## config.mk

```make
export PLATFORM = sky130hd
export DESIGN_NAME = port_mailbox_flat
export DESIGN_NICKNAME = d
export VERILOG_FILES = /design/src/rtl/port_mailbox_pkg.sv /design/src/rtl/port_mailbox_if.sv /design/src/rtl/port_mailbox_byte_fifo.sv /design/src/rtl/port_mailbox.sv /design/src/flat_wrapper.sv
export SDC_FILE = /design/constraint.sdc
export NUM_CORES = 1
export LEC_CHECK = 0
export BUFFER_PORTS_ARGS = -buffer_cell sky130_fd_sc_hd__clkbuf_2
export CAP_MARGIN = 25
export CORE_ASPECT_RATIO = 0.7
export CORE_MARGIN = 4
export CORE_UTILIZATION = 60
export CTS_BUF_LIST = sky130_fd_sc_hd__clkbuf_2 sky130_fd_sc_hd__clkbuf_4 sky130_fd_sc_hd__clkbuf_8
export CTS_CLUSTER_DIAMETER = 100
export DETAILED_ROUTE_END_ITERATION = 7
export PLACE_DENSITY = 0.84
export REMOVE_ABC_BUFFERS = 1
export SLEW_MARGIN = 40
export SYNTH_ARGS = -nofsm -noshare
export SYNTH_HDL_FRONTEND = slang
export SYNTH_HIERARCHICAL = 1
export SYNTH_SLANG_ARGS = --single-unit
```

## constraint.sdc

```tcl
create_clock -name clk -period 6.4 [get_ports clk]
set_input_delay 0.32 -clock clk [delete_from_list [all_inputs] [get_ports clk]]
set_output_delay 0.32 -clock clk [all_outputs]
set_load 0.05 [all_outputs]
```

## src/rtl/port_mailbox_pkg.sv

```systemverilog
// ---------------------------------------------------------------------------
// port_mailbox_pkg
// Shared definitions for the CPU port mailbox bridge.
//   - Bit positions inside the CPU port_out (cpu_out) and port_in (cpu_in)
//     words.
//   - byte_t: the 8-bit payload type carried on both streams.
// No ports (package).
// ---------------------------------------------------------------------------
package port_mailbox_pkg;

  // cpu_out fields (written by the CPU)
  localparam int TX_BYTE_LSB = 0;
  localparam int TX_REQ_BIT  = 8;
  localparam int RX_ACK_BIT  = 9;

  // cpu_in fields (read by the CPU)
  localparam int RX_BYTE_LSB = 0;
  localparam int TX_ACK_BIT  = 8;
  localparam int RX_REQ_BIT  = 9;
  localparam int TX_FULL_BIT = 10;
  localparam int RX_PEND_BIT = 11;
  localparam int COUNT_LSB   = 12;

  typedef logic [7:0] byte_t;

endpackage

```

## src/rtl/port_mailbox_if.sv

```systemverilog
// ---------------------------------------------------------------------------
// port_mailbox_if
// Bundles the CPU port banks and both byte streams of the mailbox.
//   cpu_out  [31:0] CPU port_out bank  (toward mailbox)
//   cpu_in   [31:0] CPU port_in bank   (from mailbox)
//   tx_data/tx_valid/tx_ready : downstream byte stream (mailbox is source)
//   rx_data/rx_valid/rx_ready : upstream byte stream (mailbox is sink)
// Modports:
//   slave  - the mailbox itself
//   master - the surroundings (CPU + stream partners, or a testbench)
// ---------------------------------------------------------------------------
interface port_mailbox_if;
  import port_mailbox_pkg::*;

  logic [31:0] cpu_out;
  logic [31:0] cpu_in;
  byte_t       tx_data;
  logic        tx_valid;
  logic        tx_ready;
  byte_t       rx_data;
  logic        rx_valid;
  logic        rx_ready;

  modport slave (
    input  cpu_out, tx_ready, rx_data, rx_valid,
    output cpu_in, tx_data, tx_valid, rx_ready
  );

  modport master (
    output cpu_out, tx_ready, rx_data, rx_valid,
    input  cpu_in, tx_data, tx_valid, rx_ready
  );

endinterface

```

## src/rtl/port_mailbox_byte_fifo.sv

```systemverilog
// ---------------------------------------------------------------------------
// byte_fifo
// Synchronous byte FIFO, DEPTH entries (power of two, 2..8), no fall-through:
// a byte pushed at edge N is first visible on dout_o after edge N.
// Ports:
//   clk      in   rising-edge clock
//   rst      in   asynchronous active-low reset
//   push_i   in   write din_i (ignored while full)
//   din_i    in   byte to write
//   pop_i    in   advance the read side (ignored while empty)
//   dout_o   out  head entry
//   count_o  out  occupancy, 0..DEPTH
//   full_o   out  count_o == DEPTH
//   empty_o  out  count_o == 0
// full_o/empty_o come from the registered count, so a push into a full FIFO
// is refused even when a pop happens in the same cycle.
// ---------------------------------------------------------------------------
module byte_fifo
  import port_mailbox_pkg::*;
#(
  parameter int DEPTH = 8
) (
  input  logic       clk,
  input  logic       rst,
  input  logic       push_i,
  input  byte_t      din_i,
  input  logic       pop_i,
  output byte_t      dout_o,
  output logic [3:0] count_o,
  output logic       full_o,
  output logic       empty_o
);

  localparam int          PW      = (DEPTH > 1) ? $clog2(DEPTH) : 1;
  localparam logic [3:0]  DEPTH_C = 4'(DEPTH);

  byte_t          mem_q [DEPTH];
  logic [PW-1:0]  wr_ptr_q, wr_ptr_d;
  logic [PW-1:0]  rd_ptr_q, rd_ptr_d;
  logic [3:0]     count_q, count_d;
  logic           do_push, do_pop;

  assign full_o  = (count_q == DEPTH_C);
  assign empty_o = (count_q == 4'd0);
  assign count_o = count_q;
  assign dout_o  = mem_q[rd_ptr_q];

  assign do_push = push_i && !full_o;
  assign do_pop  = pop_i && !empty_o;

  // Pointers wrap for free because DEPTH is a power of two.
  always_comb begin
    wr_ptr_d = wr_ptr_q;
    rd_ptr_d = rd_ptr_q;
    count_d  = count_q;
    if (do_push) wr_ptr_d = wr_ptr_q + 1'b1;
    if (do_pop)  rd_ptr_d = rd_ptr_q + 1'b1;
    case ({do_push, do_pop})
      2'b10:   count_d = count_q + 4'd1;
      2'b01:   count_d = count_q - 4'd1;
      default: count_d = count_q;
    endcase
  end

  always_ff @(posedge clk or negedge rst) begin
    if (!rst) begin
      wr_ptr_q <= '0;
      rd_ptr_q <= '0;
      count_q  <= '0;
    end else begin
      wr_ptr_q <= wr_ptr_d;
      rd_ptr_q <= rd_ptr_d;
      count_q  <= count_d;
    end
  end

  // Storage is cleared on reset so the head never shows stale or unknown data.
  always_ff @(posedge clk or negedge rst) begin
    if (!rst) begin
      for (int i = 0; i < DEPTH; i++) mem_q[i] <= '0;
    end else if (do_push) begin
      mem_q[wr_ptr_q] <= din_i;
    end
  end

endmodule

```

## src/rtl/port_mailbox.sv

```systemverilog
// ---------------------------------------------------------------------------
// port_mailbox
// Bridge between the CPU's 32-bit port banks and two byte streams, using
// toggle handshakes because the CPU writes one nibble per instruction.
// Ports:
//   clk   in   rising-edge clock
//   rst   in   asynchronous active-low reset
//   bus   port_mailbox_if.slave
//     cpu_out [7:0] tx byte, [8] tx_req toggle, [9] rx_ack toggle
//     cpu_in  [7:0] rx byte, [8] tx_ack toggle, [9] rx_req toggle,
//             [10] tx full, [11] rx pending, [15:12] tx count, [31:16] zero
//     tx_*    downstream stream fed by the TX FIFO
//     rx_*    upstream stream captured into a single holding register
// Parameter: DEPTH - TX FIFO entries, power of two, 2..8.
// Build option: PORT_MAILBOX_STATUS_EN exposes cpu_in[15:10]; without it
// those bits read 0 and only the toggles are visible to software.
// ---------------------------------------------------------------------------
module port_mailbox
  import port_mailbox_pkg::*;
#(
  parameter int DEPTH = 8
) (
  input  logic          clk,
  input  logic          rst,
  port_mailbox_if.slave bus
);

  logic        tx_tog_q, tx_tog_d;
  logic        rx_tog_q, rx_tog_d;
  logic        rx_full_q, rx_full_d;
  byte_t       rx_hold_q, rx_hold_d;

  logic        tx_pending;
  logic        tx_push;
  logic        tx_pop;
  logic        tx_full;
  logic        tx_empty;
  logic [3:0]  tx_count;
  logic        rx_accept;
  logic        rx_release;

  // A TX request is outstanding while the CPU's toggle differs from ours; it
  // simply waits (no drop) until the FIFO has room.
  assign tx_pending = (bus.cpu_out[TX_REQ_BIT] != tx_tog_q);
  assign tx_push    = tx_pending && !tx_full;
  assign tx_pop     = bus.tx_valid && bus.tx_ready;

  byte_fifo #(
    .DEPTH (DEPTH)
  ) u_fifo (
    .clk     (clk),
    .rst     (rst),
    .push_i  (tx_push),
    .din_i   (bus.cpu_out[TX_BYTE_LSB +: 8]),
    .pop_i   (tx_pop),
    .dout_o  (bus.tx_data),
    .count_o (tx_count),
    .full_o  (tx_full),
    .empty_o (tx_empty)
  );

  assign bus.tx_valid = !tx_empty;

  // rx_ready gated by rst so an in-flight upstream beat is never acknowledged
  // while the block is held in reset.
  assign bus.rx_ready = rst && !rx_full_q;
  assign rx_accept    = bus.rx_valid && bus.rx_ready;
  // The CPU releases the holding register by echoing our rx toggle; accept
  // and release cannot coincide because accept requires rx_full_q == 0.
  assign rx_release   = rx_full_q && (bus.cpu_out[RX_ACK_BIT] == rx_tog_q);

  always_comb begin
    tx_tog_d  = tx_tog_q;
    rx_tog_d  = rx_tog_q;
    rx_full_d = rx_full_q;
    rx_hold_d = rx_hold_q;
    if (tx_push) tx_tog_d = bus.cpu_out[TX_REQ_BIT];
    if (rx_accept) begin
      rx_hold_d = bus.rx_data;
      rx_full_d = 1'b1;
      rx_tog_d  = !rx_tog_q;
    end else if (rx_release) begin
      rx_full_d = 1'b0;
    end
  end

  always_ff @(posedge clk or negedge rst) begin
    if (!rst) begin
      tx_tog_q  <= 1'b0;
      rx_tog_q  <= 1'b0;
      rx_full_q <= 1'b0;
      rx_hold_q <= '0;
    end else begin
      tx_tog_q  <= tx_tog_d;
      rx_tog_q  <= rx_tog_d;
      rx_full_q <= rx_full_d;
      rx_hold_q <= rx_hold_d;
    end
  end

  // Every cpu_in bit is taken from a register, so there is no combinational
  // path from cpu_out back to cpu_in.
  always_comb begin
    bus.cpu_in                       = '0;
    bus.cpu_in[RX_BYTE_LSB +: 8]     = rx_hold_q;
    bus.cpu_in[TX_ACK_BIT]           = tx_tog_q;
    bus.cpu_in[RX_REQ_BIT]           = rx_tog_q;
`ifdef PORT_MAILBOX_STATUS_EN
    bus.cpu_in[TX_FULL_BIT]          = tx_full;
    bus.cpu_in[RX_PEND_BIT]          = rx_full_q;
    bus.cpu_in[COUNT_LSB +: 4]       = tx_count;
`endif
  end

`ifndef PORT_MAILBOX_STATUS_EN
  // The FIFO still keeps its count internally; it just is not reported.
  logic unused_count;
  assign unused_count = ^tx_count;
`endif

  logic unused_cpu_out;
  assign unused_cpu_out = ^bus.cpu_out[31:10];

endmodule

```

## src/flat_wrapper.sv

```systemverilog
// flat-port wrapper written by rule: the top's interface ports become plain ports
module port_mailbox_flat import port_mailbox_pkg::*;
#(
  parameter int DEPTH = 8
)
  (clk, rst, bus_cpu_out, bus_tx_ready, bus_rx_data, bus_rx_valid, bus_cpu_in, bus_tx_data, bus_tx_valid, bus_rx_ready);
  port_mailbox_if bus_i ();
  input  logic clk;
  input  logic rst;
  input wire logic [$bits(bus_i.cpu_out)-1:0] bus_cpu_out;
  input wire logic [$bits(bus_i.tx_ready)-1:0] bus_tx_ready;
  input wire logic [$bits(bus_i.rx_data)-1:0] bus_rx_data;
  input wire logic [$bits(bus_i.rx_valid)-1:0] bus_rx_valid;
  output wire logic [$bits(bus_i.cpu_in)-1:0] bus_cpu_in;
  output wire logic [$bits(bus_i.tx_data)-1:0] bus_tx_data;
  output wire logic [$bits(bus_i.tx_valid)-1:0] bus_tx_valid;
  output wire logic [$bits(bus_i.rx_ready)-1:0] bus_rx_ready;
  assign bus_i.cpu_out = bus_cpu_out;
  assign bus_i.tx_ready = bus_tx_ready;
  assign bus_i.rx_data = bus_rx_data;
  assign bus_i.rx_valid = bus_rx_valid;
  assign bus_cpu_in = bus_i.cpu_in;
  assign bus_tx_data = bus_i.tx_data;
  assign bus_tx_valid = bus_i.tx_valid;
  assign bus_rx_ready = bus_i.rx_ready;
  port_mailbox #(.DEPTH(DEPTH)) u_core (.clk(clk), .rst(rst), .bus(bus_i));
endmodule
```

# ---- Word-level counts from Yosys, hierarchy flattened
# Cells that the tools add are included.
dict set report classes {
  addsub 4
  n_mul 0
  div 0
  order_cmp 3
  eq_ne 5
  shift 0
  n_mux 9
  n_bitwise 2
  n_reduce_logical 15
}
# op count
set ops {}
lappend ops {{bitwise mux 64 bit} 1}
lappend ops {{binary-select mux 8 bit (select 3 bit)} 1}
lappend ops {{demux 8 bit (select 3 bit)} 1}
lappend ops {{two-way mux 8 bit} 3}
lappend ops {{greater-or-equal comparator 4 bit, second input constant} 2}
lappend ops {{logical AND 1 bit} 8}
lappend ops {{NOT 3 -> 4 bit} 2}
lappend ops {{one-hot mux 4 bit (2 select lines)} 1}
lappend ops {{adder 3 x 1 -> 3 bit, second input constant} 2}
lappend ops {{adder 4 x 1 -> 4 bit, second input constant} 1}
lappend ops {{== test 4 bit, second input constant} 1}
lappend ops {{zero test 1 bit} 4}
lappend ops {{zero test 4 bit} 1}
lappend ops {{< comparator 4 x 1 -> 1 bit, second input constant} 1}
lappend ops {{nonzero test 2 bit} 2}
lappend ops {{subtractor 4 x 1 -> 4 bit, second input constant} 1}
lappend ops {{== test 2 x 1 -> 1 bit, second input constant} 1}
lappend ops {{== test 2 bit, second input constant} 1}
lappend ops {{two-way mux 1 bit} 2}
lappend ops {{== test 1 bit} 1}
lappend ops {{inequality test 1 bit} 1}
dict set report word_totals {
  register_bits 85
  latch_bits 0
  ramBits 0
  rom_bits 0
  input_bits 44
  output_inout_bits 42
  word_cells 53
  n_memories 0
}

# ---- Depth between registers and ports, before layout
# Gate-level depths: netlist (run 1).
dict set report depth {
  ltp_word 6
  depth_mapped 11
  mapped_depth_nobuf 9
}

# ---- Cells and area by module
# Netlist (run 1), hierarchy kept.
# mod instances cells_per_inst area_per_inst_um2 seq_area_each_um2
set modules_own_cells {}
lappend modules_own_cells {byte_fifo 1 227 3602.2 1851.8}
lappend modules_own_cells {port_mailbox 1 56 679.4 275.3}

# ---- Worst setup path after synthesis (run 1)
# No wires, ideal clock.
dict set report synth_timing {
  path_type {register to register}
  from {register u_core.u_fifo.count_q[0], in the netlist u_core/u_fifo/count_o[0]}
  to {register u_core.u_fifo.count_q[3], in the netlist u_core/u_fifo/count_o[3]}
  setup_time_ns 0.134
  arrival_time_ns 2.826
  t_required_ns 6.266
  path_slack_ns 3.440
  path_stages_with_launch 12
  path_buffers 2
  synth_period_minus_slack_ns 2.960
  path_cell_list {dfrtp_1 buf_6 or4b_4 buf_12 inv_12 nor2_1 nand2_1 ha_1 ha_1 or4b_2 o311ai_0 o211ai_1}
}
dict set report synth_between {
  elab_chain_len 6
  elab_cells_between_ends 14
  classes_between {add/sub (2); eq/ne (3); mux (1); reduce/logical (8)}
}
# item line_no
set synth_lines {}
lappend synth_lines {{start: declaration} port_mailbox_byte_fifo.sv:40} ;# logic [3:0] count_q, count_d;
lappend synth_lines {{start signal: assignment} port_mailbox_byte_fifo.sv:73} ;# count_q <= count_d;
lappend synth_lines {{== test 4 bit (*)} port_mailbox_byte_fifo.sv:43} ;# assign full_o = (count_q == DEPTH_C);
lappend synth_lines {{named net u_core.tx_full} port_mailbox.sv:36} ;# logic tx_full;
lappend synth_lines {{zero test 1 bit (*)} port_mailbox.sv:45} ;# assign tx_push = tx_pending && !tx_full;
lappend synth_lines {{logical AND 1 bit (*)} port_mailbox.sv:45}
lappend synth_lines {{named net u_core.tx_push} port_mailbox.sv:34} ;# logic tx_push;
lappend synth_lines {{logical AND 1 bit (*)} port_mailbox_byte_fifo.sv:48} ;# assign do_push = push_i && !full_o;
lappend synth_lines {{== test 2 x 1 -> 1 bit or == test 2 bit (tied branches)} port_mailbox_byte_fifo.sv:58} ;# case ({do_push, do_pop})
lappend synth_lines {{one-hot mux 4 bit (2 select lines) or nonzero test 2 bit (tied branches)} n/a}
# Mark *: on every way through the listed nets, which the timed path passes. The rest lies on a longest branch.
# A chain may end at the register's enable or synchronous reset.

# ---- Worst setup path in the final report (run 1)
# Ends and elaborated chain as after synthesis.

==> metrics.md, run 1 <==
| Metric | Value |
|---|---|
| Worst Setup Slack, final | `3.19 ns` |
| Layout cells sized above 1 | `0.524` |
| Fmax | `312 MHz` |
| Synth cell types | `41` |
| Routability-driven placement congestion ratio | `0.745` |
| Commonest non-fill, non-tap cells in the layout | `dfrtp_1, mux2_2, clkbuf_2` |
| CTS tree | `built` |
| Critical Path AT | `3.43 ns` |
| DR WL/cell | `18.9 um` |
| Design Area, Final | `0.00468 mm^2` |
| Worst EP required | `6.63 ns` |
| Drt total wl | `7990 um` |
| Die ar. | `0.00857 mm^2` |
| Total gr overflow | `0` |
| CP max FO | `9` |
| Startpoint type of the worst setup path | `flop` |
| Status | `completed` |
| Total power | `2.81 mW` |
| Most common cell after layout, fill and taps aside | `dfrtp_1` |
| DP Worst Slack | `3.24 ns` |
| Cell area after synthesis | `0.00428 mm^2` |
| Post-synth ARST share | `1.00` |
| Pin count of the biggest net entering global routing | `78` |
| All-Layer GR Usage | `0.204` |
| Placed Cells | `405` |
| DP Area | `0.00444 mm^2` |
| Max_slew headroom | `0.444` |
| Hold Path Stages | `2` |
| Fin Hold WS | `0.186 ns` |
| Top_reg_cell synth | `dfrtp_1` |
| H-tree levels | `3` |
| Worst Setup End Kind | `flop` |
| Initial antenna violation count | `0` |
| Yosys warns | `6` |
| Die Width | `109 um` |
| Number of flops mapped to enable cells by yosys | `0` |
| Worst VDD drop | `0.000342 V` |
| Finished Layout Cells | `422` |
| Synth Instances | `283` |
| Core Footprint | `0.00685 mm^2` |
| Setup total negative slack | `0 ns` |
| Clock buffer depth | `2` |
| Reg2reg path depth | `9` |
| Port Buffers | `41` |
| Post_cts resized | `0` |
| Antenna cells | `0` |
| DRT iter0 DRCs | `117` |
| Final Util | `0.683` |
| Max-slew violations | `0` |
| Power Dens Cells | `599 mW/mm^2` |
| Initial Util | `0.625` |
| Cts bufs inserted | `9` |
| Post-detail-place hpwl | `5220 um` |
| Final setup viols | `0` |
| Clk_skew | `0.0116 ns` |
| FP Rows | `25` |
| Worst hold path class | `primary input to flop` |
| Register area share after synthesis | `0.497` |
| Die H | `78.7 um` |
| Clock Tree Root | `clkbuf_8` |
| Antenna Violating Nets Remaining | `0` |
| Leak | `2.09 nW` |
| Vias | `2316` |
| Crit path kind | `flop to flop` |
| DR pass1 iterations | `4` |
| Unrepaired setup endpoints after global routing | `false` |
| Mapped Avg Cell Area | `15.1 um^2` |
| Layout Area Growth over Synthesis | `9.35%` |
| DR vias/cell | `5.49` |
| Maxcap violations | `0` |
| Number of global-route vias before repair | `2457` |
| Final period util | `0.501` |
| Clock Latency Late Sink | `0.36 ns` |
| Clk slew on worst S/H paths | `0.09 ns` |
| Yosys reg bits | `85` |
| Hold Fails Final Rpt | `0` |
| Tightest Pin Transition | `0.831 ns` |
| DRC errors left | `0` |
| Min cycle time layout | `3.21 ns` |
| # IOs | `86` |
| CTS Sinks | `85` |
| First-pass GRT wire length | `13000 um` |
| Nets@finish | `373` |
[cells by family after synthesis]
family / count (synthesis) / synth area share
AOI/OAI and AO/OA: 8 / 0.0132
muxes: 100 / 0.314
and+or+nand+nor: 31 / 0.0678
xor gates and xnor gates: 9 / 0.0184
other: 1 / 0.000876
buffers and inverters: 43 / 0.0701
adders and majority gates: 6 / 0.0193
DFF: 85 / 0.497
[path summary, 6_finish.rpt]
check	startpoint	endpoint	slack [ns]
min	bus_rx_data[6]	u_core/rx_hold_q[6]	0.19
max reg2reg	u_core/u_fifo/count_o[0]	u_core/u_fifo/count_o[3]	3.19
min reg2reg	u_core/u_fifo/mem_q[19]	u_core/u_fifo/mem_q[19]	0.51
max in group asynchronous	rst	u_core/u_fifo/rd_ptr_q[0]	5.12
min in group asynchronous	rst	u_core/rx_full_q	0.36
max	u_core/u_fifo/count_o[0]	u_core/u_fifo/count_o[3]	3.19
[where the power goes]
part,switching (mW),internal (mW)
Sequential,0.244,0.806
Clock,0.197,0.233
Combinational,0.704,0.623
Total,1.14,1.66
[metal layers]
layer | routed length (um) | share of wire | track usage
met5 | 0 | 0 | 0
met2 | 3770 | 0.47 | 0.313
met4 | 80 | 0.010 | 0.0517
met1 | 3810 | 0.48 | 0.292
met3 | 330 | 0.041 | 0.0534
[sequential cells by signal, indices dropped and copies added, names as in the netlist]
| register | count |
|---|---|
| u_core/tx_tog_q | 1 |
| u_core/u_fifo/rd_ptr_q | 3 |
| u_core/rx_tog_q | 1 |
| u_core/rx_full_q | 1 |
| u_core/u_fifo/count_o | 4 |
| u_core/u_fifo/mem_q | 64 |
| u_core/u_fifo/wr_ptr_q | 3 |
| u_core/rx_hold_q | 8 |
[cell type report]
type	count	area [um^2]
Clock buffer	10	138
Clock inverter	6	92.6
Fill cell	463	2170
Inverter	8	42.5
Multi-Input combinational cell	176	1930
Sequential cell	85	2130
Tap cell	94	118
Timing Repair Buffer	43	229
[synthesized netlist by cell type, types with 2 or more instances]
cell	instances	area share
nor2b_1	2	0.0029
o21ai_0	2	0.0023
nand4b_2	2	0.0070
mux4_2	16	0.084
inv_1	7	0.0061
nor3b_1	3	0.0053
nand2_1	8	0.0070
ha_1	5	0.015
dfrtp_1	85	0.50
buf_2	3	0.0035
nor2_1	2	0.0018
xnor2_1	8	0.016
clkbuf_1	3	0.0026
mux2_4	10	0.035
buf_6	2	0.0053
nor4b_4	2	0.011
buf_4	24	0.042
a21oi_1	2	0.0023
mux2_2	73	0.19
nand3_1	3	0.0035
[timing repair]
action / CTS / global route
buffers inserted: 0 / 0
endpoints found under the hold margin: 8 / 0
hold buffers: 1 / 0
[worst max-delay path: stages (launching register included)]
cell,delay (ns)
dfrtp_1,0.47
or4b_4,0.66
inv_12,0.13
nor2_1,0.08
nand2_1,0.15
ha_1,0.34
ha_1,0.35
or4b_2,0.65
o311ai_0,0.12
o211ai_1,0.13
Note: power is estimated with default switching activity, not from simulation.
==> run 2, diff against run 1 <==
Settings changed: ABC_AREA set to 1, CORE_UTILIZATION 60 to 59, PLACE_DENSITY 0.84 to 0.81.
Clock period 6.4 ns to 3.06 ns, I/O delays scaled along.
==> run 2 against run 1 <==
Compared with the run above: non-clock buffer count grew 4; largest cell class is now multi-input combinational cells; cell count up 91%; register-to-register slack worse by 2.4 ns; clock-buffer cell count stayed put; via count is 87% higher; total power up 120%.
==> metrics.md, run 2 <==
| Metric | Value |
|---|---|
| Worst VDD drop | `0.000610 V (+78%)` |
| Clk_skew | `0.0130 ns (+0.00142 ns)` |
| H-tree levels | `3 (unchanged)` |
| Leak | `3.01 nW (+44%)` |
| Post-synthesis simple-gate area fraction | `0.426 (+0.358)` |
| Post-synth ARST share | `1.00 (unchanged)` |
| Total gr overflow | `0 (unchanged)` |
| Layout cells sized above 1 | `0.140 (-0.385)` |
| Fmax | `424 MHz` |
| # fillers | `723 (+56%)` |
| Crit-path cells | `buf_12 > nor2_1 > nor2_1 > nand2_1 > nand2_1 > nand2_1 > nand2_1 > clkbuf_2` |
| Number of global-route vias before repair | `4018 (+64%)` |
| Hold Fails Final Rpt | `0 (unchanged)` |
| Antenna Violating Nets Remaining | `0 (unchanged)` |
| Cell area after synthesis | `0.00512 mm^2 (+20%)` |
| Clock power frac | `0.109 (-0.044)` |
| Cell taking the most area after synthesis | `dfrtp_1` |
| Routability-driven placement congestion ratio | `0.868 (+17%)` |
| Max_slew headroom | `0.424 (-0.0195)` |
| Count leader, synth | `nand2_1` |
| Startpoint type of the worst setup path | `flop` |
| Fin Hold WS | `0.0276 ns (-0.159 ns)` |
| DRT iter0 DRCs | `600 (+410%)` |
| CTS tree | `built` |
| Synth cell types | `30 (-27%)` |
| Min cycle time layout | `2.36 ns` |
| Initial Util | `0.607 (-0.0183)` |
| Post-detail-place hpwl | `7900 um (+51%)` |
| CP max stage delay | `0.78 ns (+0.12 ns)` |
| DR WL/cell | `14.6 um (-23%)` |
| Maxcap violations | `0 (unchanged)` |
| Pin count of the biggest net entering global routing | `74 (-5.1%)` |
| RR Startpoint | `u_core/u_fifo/count_o[0]` |
| CTS Sinks | `85 (unchanged)` |
| DR vias/cell | `5.36 (-2.3%)` |
| Proportion of synthesized area in mux cells | `0 (-0.314)` |
| Antenna cells | `0 (unchanged)` |
| Design Area, Final | `0.00536 mm^2 (+14%)` |
| # IOs | `86 (unchanged)` |
| Number of flops mapped to enable cells by yosys | `0 (unchanged)` |
| Commonest non-fill, non-tap cells in the layout | `nand2_1, dfrtp_1, nand4_1` |
| Critical Path AT | `2.20 ns (-1.23 ns)` |
| Adder-Cell Fraction of Synth Area | `0.0161 (-0.00317)` |
| Yosys reg bits | `85 (unchanged)` |
| Area fraction of the dominant cell type after synthesis | `0.415 (-0.0815)` |
| Internal power | `2.95 mW (+77%)` |
| CP max FO | `34 (+25)` |
| Top cells by count, synth | `nand2_1, dfrtp_1, nand4_1` |
| Final period util | `0.770` |
| Most common cell after layout, fill and taps aside | `nand2_1` |
| Max reg flops | `64 (unchanged)` |
| Post-CTS Repair Setup Buffers | `0 (unchanged)` |
| Initial antenna violation count | `0 (unchanged)` |
| Combinational share of power | `0.557 (+0.084)` |
| Clock Latency Late Sink | `0.37 ns (about the same)` |
| Synth Area in XOR/XNOR | `0.0103 (-0.00815)` |
| Crit-path slowest cell | `dfrtp_2` |
| Yosys warns | `6 (unchanged)` |
| Unrepaired setup endpoints after global routing | `false` |
| Register area share after synthesis | `0.415 (-0.0815)` |
| Die H | `86.0 um (+9.3%)` |
| Largest family of logic cells by synthesized area | `simple AND/OR/NAND/NOR gates` |
| Core Footprint | `0.00844 mm^2 (+23%)` |
| Most frequent CP cell | `nand2_1` |
| First-pass GRT wire length | `19900 um (+53%)` |
| Worst setup path startpoint | `u_core/u_fifo/rd_ptr_q[0]` |
| Die Width | `119 um (+9.5%)` |
| Tightest Pin Transition | `0.864 ns (+0.0328 ns)` |
| Die ar. | `0.0103 mm^2 (+20%)` |
| All-Layer GR Usage | `0.244 (+0.0396)` |
| Vias | `4331 (+87%)` |
| Clk slew on worst S/H paths | `0.08 ns (about the same)` |
| DRC errors left | `0 (unchanged)` |
| Min-delay src | `bus_rx_data[6]` |
| Psw | `3.36 mW (+190%)` |
| Drt total wl | `11800 um (+47%)` |
| DR pass1 iterations | `5 (+1)` |
| Top_reg_cell synth | `dfrtp_1` |
| FP Rows | `28 (+12%)` |
| Clock Tree Root | `clkbuf_8` |
| Final setup viols | `0 (unchanged)` |
| Synth Instances | `666 (+140%)` |
| Synth Area in Compound Gates | `0.00489 (-0.00827)` |
| Worst EP required | `2.91 ns (-3.72 ns)` |
| Port Buffers | `41 (unchanged)` |
| DP Area | `0.00518 mm^2 (+17%)` |
| Max-slew violations | `0 (unchanged)` |
| Power Dens Cells | `1180 mW/mm^2 (+96%)` |
| Crit path kind | `flop to output port` |
| Synth area leaders | `dfrtp_1, nand2_1, nand4_1` |
| Worst hold path class | `primary input to flop` |
| Clock buffer depth | `2 (unchanged)` |
| Largest reg by FF count | `u_core/u_fifo/mem_q` |
| Cts bufs inserted | `9 (unchanged)` |
| Worst Setup End Kind | `output port` |
| Status | `completed` |
| Sw Ratio | `0.532 (+0.125)` |
| Mapped Avg Cell Area | `7.69 um^2 (-49%)` |
| Nets@finish | `733 (+97%)` |
| Layout Area Growth over Synthesis | `4.62%` |
| Sequential power share | `0.334 (-0.040)` |
-- run 2: cell count changes after synthesis, moves of 5 or more --
cell      change
nand4_1      +73
nor2_8        +8
mux2_4       -10
buf_4         +5
buf_2         +8
nand2_4       +5
clkbuf_1      +7
inv_1        +42
nand3_4      +10
mux2_2       -73
nor2_1       +66
nand2_1     +265
mux4_2       -16
-- run 2: what timing repair did --
item / CTS / global route
resized for setup: 0 / 0
hold buffers: 1 / 0
endpoints found under the hold margin: 43 / 0
-- run 2: cells by family after synthesis --
family	count (synthesis)
simple gates	446
buf+inv	117
flops	85
compound gates	5
fa+ha+maj	6
other cells	1
xor+xnor	6
-- run 2: final timing paths --
| kind | to | slack [ns] | cells past startpoint |
|---|---|---|---|
| hold reg to reg | u_core/u_fifo/mem_q[3] | 0.47 | 2 |
| hold / removal | u_core/rx_hold_q[6] | 0.03 | 3 |
| max in group asynchronous | u_core/u_fifo/mem_q[37] | 1.69 | 3 |
| min in group asynchronous | u_core/rx_hold_q[7] | 0.37 | 2 |
| setup reg to reg | u_core/u_fifo/count_o[3] | 0.75 | 12 |
| setup / recovery | bus_tx_data[1] | 0.70 | 8 |
-- run 2: metal layers --
| metal | up-vias | global-route usage | share of wire |
|---|---|---|---|
| met4 | 0 | 0.0707 | 0.012 |
| li1 | 2096 | - | - |
| met5 | - | 0 | 0 |
| met1 | 2052 | 0.354 | 0.45 |
| met3 | 12 | 0.0455 | 0.078 |
| met2 | 171 | 0.376 | 0.46 |
-- run 2: through the flow --
stage	cells	worst slack [ns]	power (mW)	setup TNS [ns]	util
6_report	808	0.702	6.31	0	0.635
5_1_grt	808	0.526	6.85	0	0.635
4_1_cts	808	0.734	6.31	0	0.634
3_5_place_dp	791	0.814	5.61	0	0.614
3_3_place_gp	791	0.855	5.46	0	0.614
2_1_floorplan	625	-4.39	4.72	-255.39	-
-- run 2: worst max-delay path: cells and delay by family (launching register included) --
kind	cells	cell delay (ns)
flip-flops	1	0.78
AND/OR/NAND/NOR	6	0.51
buffers and inverters	2	0.54
-- run 2: final cells by class --
| type | count | area, um^2 | share of cell area |
|---|---|---|---|
| inverters | 55 | 214 | 0.0399 |
| well taps | 120 | 150 | 0.0280 |
| clock inverters | 6 | 30.0 | 0.00560 |
| multi-input cells | 485 | 2430 | 0.453 |
| repair buffers | 47 | 275 | 0.0514 |
| clock buffers | 10 | 131 | 0.0245 |
| flip-flops and latches | 85 | 2130 | 0.397 |
-- run 2: power by group through the flow --
| stage | sequential [mW] | combinational (mW) | clock [mW] |
|---|---|---|---|
| floorplan | 2.26 | 2.46 | 0 |
| global placement | 2.08 | 3.38 | 0 |
| detailed placement | 2.12 | 3.49 | 0 |
| CTS | 2.10 | 3.50 | 0.710 |
| global route | 2.17 | 3.92 | 0.754 |
| finish | 2.10 | 3.51 | 0.689 |
==> run 3, diff against run 2 <==
Settings changed: CORE_UTILIZATION 59 to 53, PLACE_DENSITY 0.81 to 0.77.
Clock period 3.06 ns to 2.1 ns, I/O delays scaled along.
==> run 3 against run 2 <==
Compared with the run above: worst setup slack lost 0.57 ns; via count is 1.2% higher; total power up 53%; highest routed layer unchanged.
==> metrics.md, run 3 (synthesis gave the netlist of run 2 again) <==
| Metric | Value |
|---|---|
| Clock buffer depth | `2 (unchanged)` |
| Drt total wl | `12100 um (+2.9%)` |
| Sw Ratio | `0.514 (-0.0183)` |
| Number of global-route vias before repair | `4013 (-0.12%)` |
| Nets@finish | `755 (+3.0%)` |
| Worst EP required | `2.39 ns (-0.52 ns)` |
| # IOs | `86 (unchanged)` |
| Initial antenna violation count | `0 (unchanged)` |
| Core Footprint | `0.00925 mm^2 (+9.6%)` |
| Layout cells sized above 1 | `0.164 (+0.0241)` |
| Max-slew violations | `0 (unchanged)` |
| DP Worst Slack | `-0.0956 ns (-0.909 ns)` |
| Clk slew on worst S/H paths | `0.08 ns (about the same)` |
| Combinational share of power | `0.572 (+0.015)` |
| Total gr overflow | `0 (unchanged)` |
| DRC errors left | `0 (unchanged)` |
| Psw | `4.95 mW (+47%)` |
| Max reg flops | `64 (unchanged)` |
| Clock power frac | `0.120 (+0.011)` |
| Clock Latency Late Sink | `0.36 ns (about the same)` |
| DR WL/cell | `14.5 um (-0.17%)` |
| Met2 usage | `0.339 (-0.0372)` |
| Leak | `3.11 nW (+3.3%)` |
| Commonest non-fill, non-tap cells in the layout | `nand2_1, dfrtp_1, nand4_1` |
| Fmax | `509 MHz` |
| Internal power | `4.67 mW (+58%)` |
| Post-detail-place hpwl | `7990 um (+1.1%)` |
| Antenna Violating Nets Remaining | `0 (unchanged)` |
| Routability-driven placement congestion ratio | `0.830 (-4.4%)` |
| Min cycle time layout | `1.97 ns` |
| Die Width | `126 um (+5.1%)` |
| Cts bufs inserted | `9 (unchanged)` |
| Maxcap violations | `0 (unchanged)` |
| Antenna cells | `0 (unchanged)` |
| First-pass GRT wire length | `20200 um (+1.1%)` |
| Total power | `9.62 mW (+53%)` |
| Clock Tree Root | `clkbuf_8` |
| Final period util | `0.936` |
| Met1 usage | `0.309 (-0.0455)` |
| Worst Setup Slack, final | `0.134 ns (-0.568 ns)` |
| Hold Fails Final Rpt | `0 (unchanged)` |
| H-tree levels | `3 (unchanged)` |
| Final setup viols | `0 (unchanged)` |
| Final Util | `0.610 (-0.0250)` |
| Port Buffers | `41 (unchanged)` |
| Sequential power share | `0.308 (-0.026)` |
| Crit path kind | `flop to flop` |
| Power Dens Cells | `1700 mW/mm^2 (+45%)` |
| Worst VDD drop | `0.00116 V (+90%)` |
| Status | `completed` |
| Initial Util | `0.554 (-0.0531)` |
| Die H | `90.3 um (+5.0%)` |
| Largest reg by FF count | `u_core/u_fifo/mem_q` |
| Most common cell after layout, fill and taps aside | `nand2_1` |
| CTS tree | `built` |
| Layout Area Growth over Synthesis | `10.1%` |
| All-Layer GR Usage | `0.220 (-0.0238)` |
| CTS Sinks | `85 (unchanged)` |
| Critical Path AT | `2.25 ns (+0.05 ns)` |
| Clk_skew | `0.0107 ns (-0.00228 ns)` |
| DR pass1 iterations | `5 (unchanged)` |
| DR vias/cell | `5.26 (-1.8%)` |
| Worst hold path class | `primary input to flop` |
| Startpoint type of the worst setup path | `flop` |
| Tightest Pin Transition | `0.657 ns (-0.207 ns)` |
| FP Rows | `29 (+3.6%)` |
| Max_slew headroom | `0.562 (+0.138)` |
| M3 GR Usage | `0.0496 (+0.00416)` |
| CP max FO | `3 (-91%)` |
| Vias | `4385 (+1.2%)` |
| GRT Max-Usage Layer | `met2` |
| Pin count of the biggest net entering global routing | `74 (unchanged)` |
| Die ar. | `0.0113 mm^2 (+10%)` |
| Worst Setup End Kind | `flop` |
| DRT iter0 DRCs | `577 (-3.8%)` |
-- run 3: power groups by stage --
stage | clock (mW) | combinational, mW | sequential, mW
after floorplan | 0 | 3.54 | 3.29
after global placement | 0 | 5.11 | 2.95
after detailed placement | 0 | 5.25 | 3.00
after CTS | 1.18 | 5.30 | 2.98
after global routing | 1.25 | 6.11 | 3.05
final | 1.15 | 5.50 | 2.96
-- run 3: final cells by class --
type | instances | area, um^2
clock buffer | 11 | 145
clock inverter | 4 | 50.0
fill | 810 | 3610
inverter | 55 | 214
multi-input combinational | 485 | 2470
sequential | 85 | 2130
tap | 124 | 155
timing repair buffer | 69 | 478
-- run 3: metrics by stage --
stage | setup TNS (ns) | area, um^2 | instances | hold WS (ns)
4_1_cts | 0 | 5560 | 827 | 0.0229
2_1_floorplan | -323.55 | 4770 | 625 | -0.191
3_3_place_gp | -0.0857 | 5250 | 802 | 0.0196
6_report | 0 | 5640 | 833 | 0.0349
3_5_place_dp | -3.44 | 5250 | 802 | 0.0233
5_1_grt | -0.0359 | 5640 | 833 | 0.0565
-- run 3: routing by layer --
layer | part of all wire | vias up | routed length [um]
met5 | 0 | - | 0
met4 | 0.021 | 0 | 250
met3 | 0.069 | 32 | 841
met2 | 0.46 | 151 | 5610
met1 | 0.45 | 2059 | 5410
li1 | - | 2143 | -
-- run 3: path summary, 6_finish.rpt --
path,from,to,depth (start not counted),slack (ns)
min in group asynchronous,rst,u_core/rx_hold_q[4],2,0.18
worst min register to register,u_core/u_fifo/mem_q[16],u_core/u_fifo/mem_q[16],2,0.47
worst max register to register,u_core/u_fifo/count_o[0],u_core/u_fifo/count_o[1],11,0.13
worst max-delay path,u_core/u_fifo/count_o[0],u_core/u_fifo/count_o[1],11,0.13
max in group asynchronous,rst,u_core/u_fifo/mem_q[20],3,1.24
worst min-delay path,bus_cpu_out[9],u_core/rx_full_q,4,0.03
-- run 3: what timing repair did --
action | CTS | global route
pin swaps | 1 | 3
hold endpoints to repair | 22 | 0
hold buffers | 10 | 0
setup endpoints to repair | 74 | 11
buffers inserted | 0 | 6
resized for setup | 4 | 11
-- run 3: critical path, stage by stage (launching register included) --
cell and delay [ns]:
dfrtp_1 0.41, nor2_4 0.17, nand3_2 0.12, inv_2 0.07, nor2_1 0.04, nand2_1 0.08, inv_2 0.06, ha_4 0.17
buf_4 0.13, inv_1 0.09, fa_1 0.40, o21ai_0 0.15
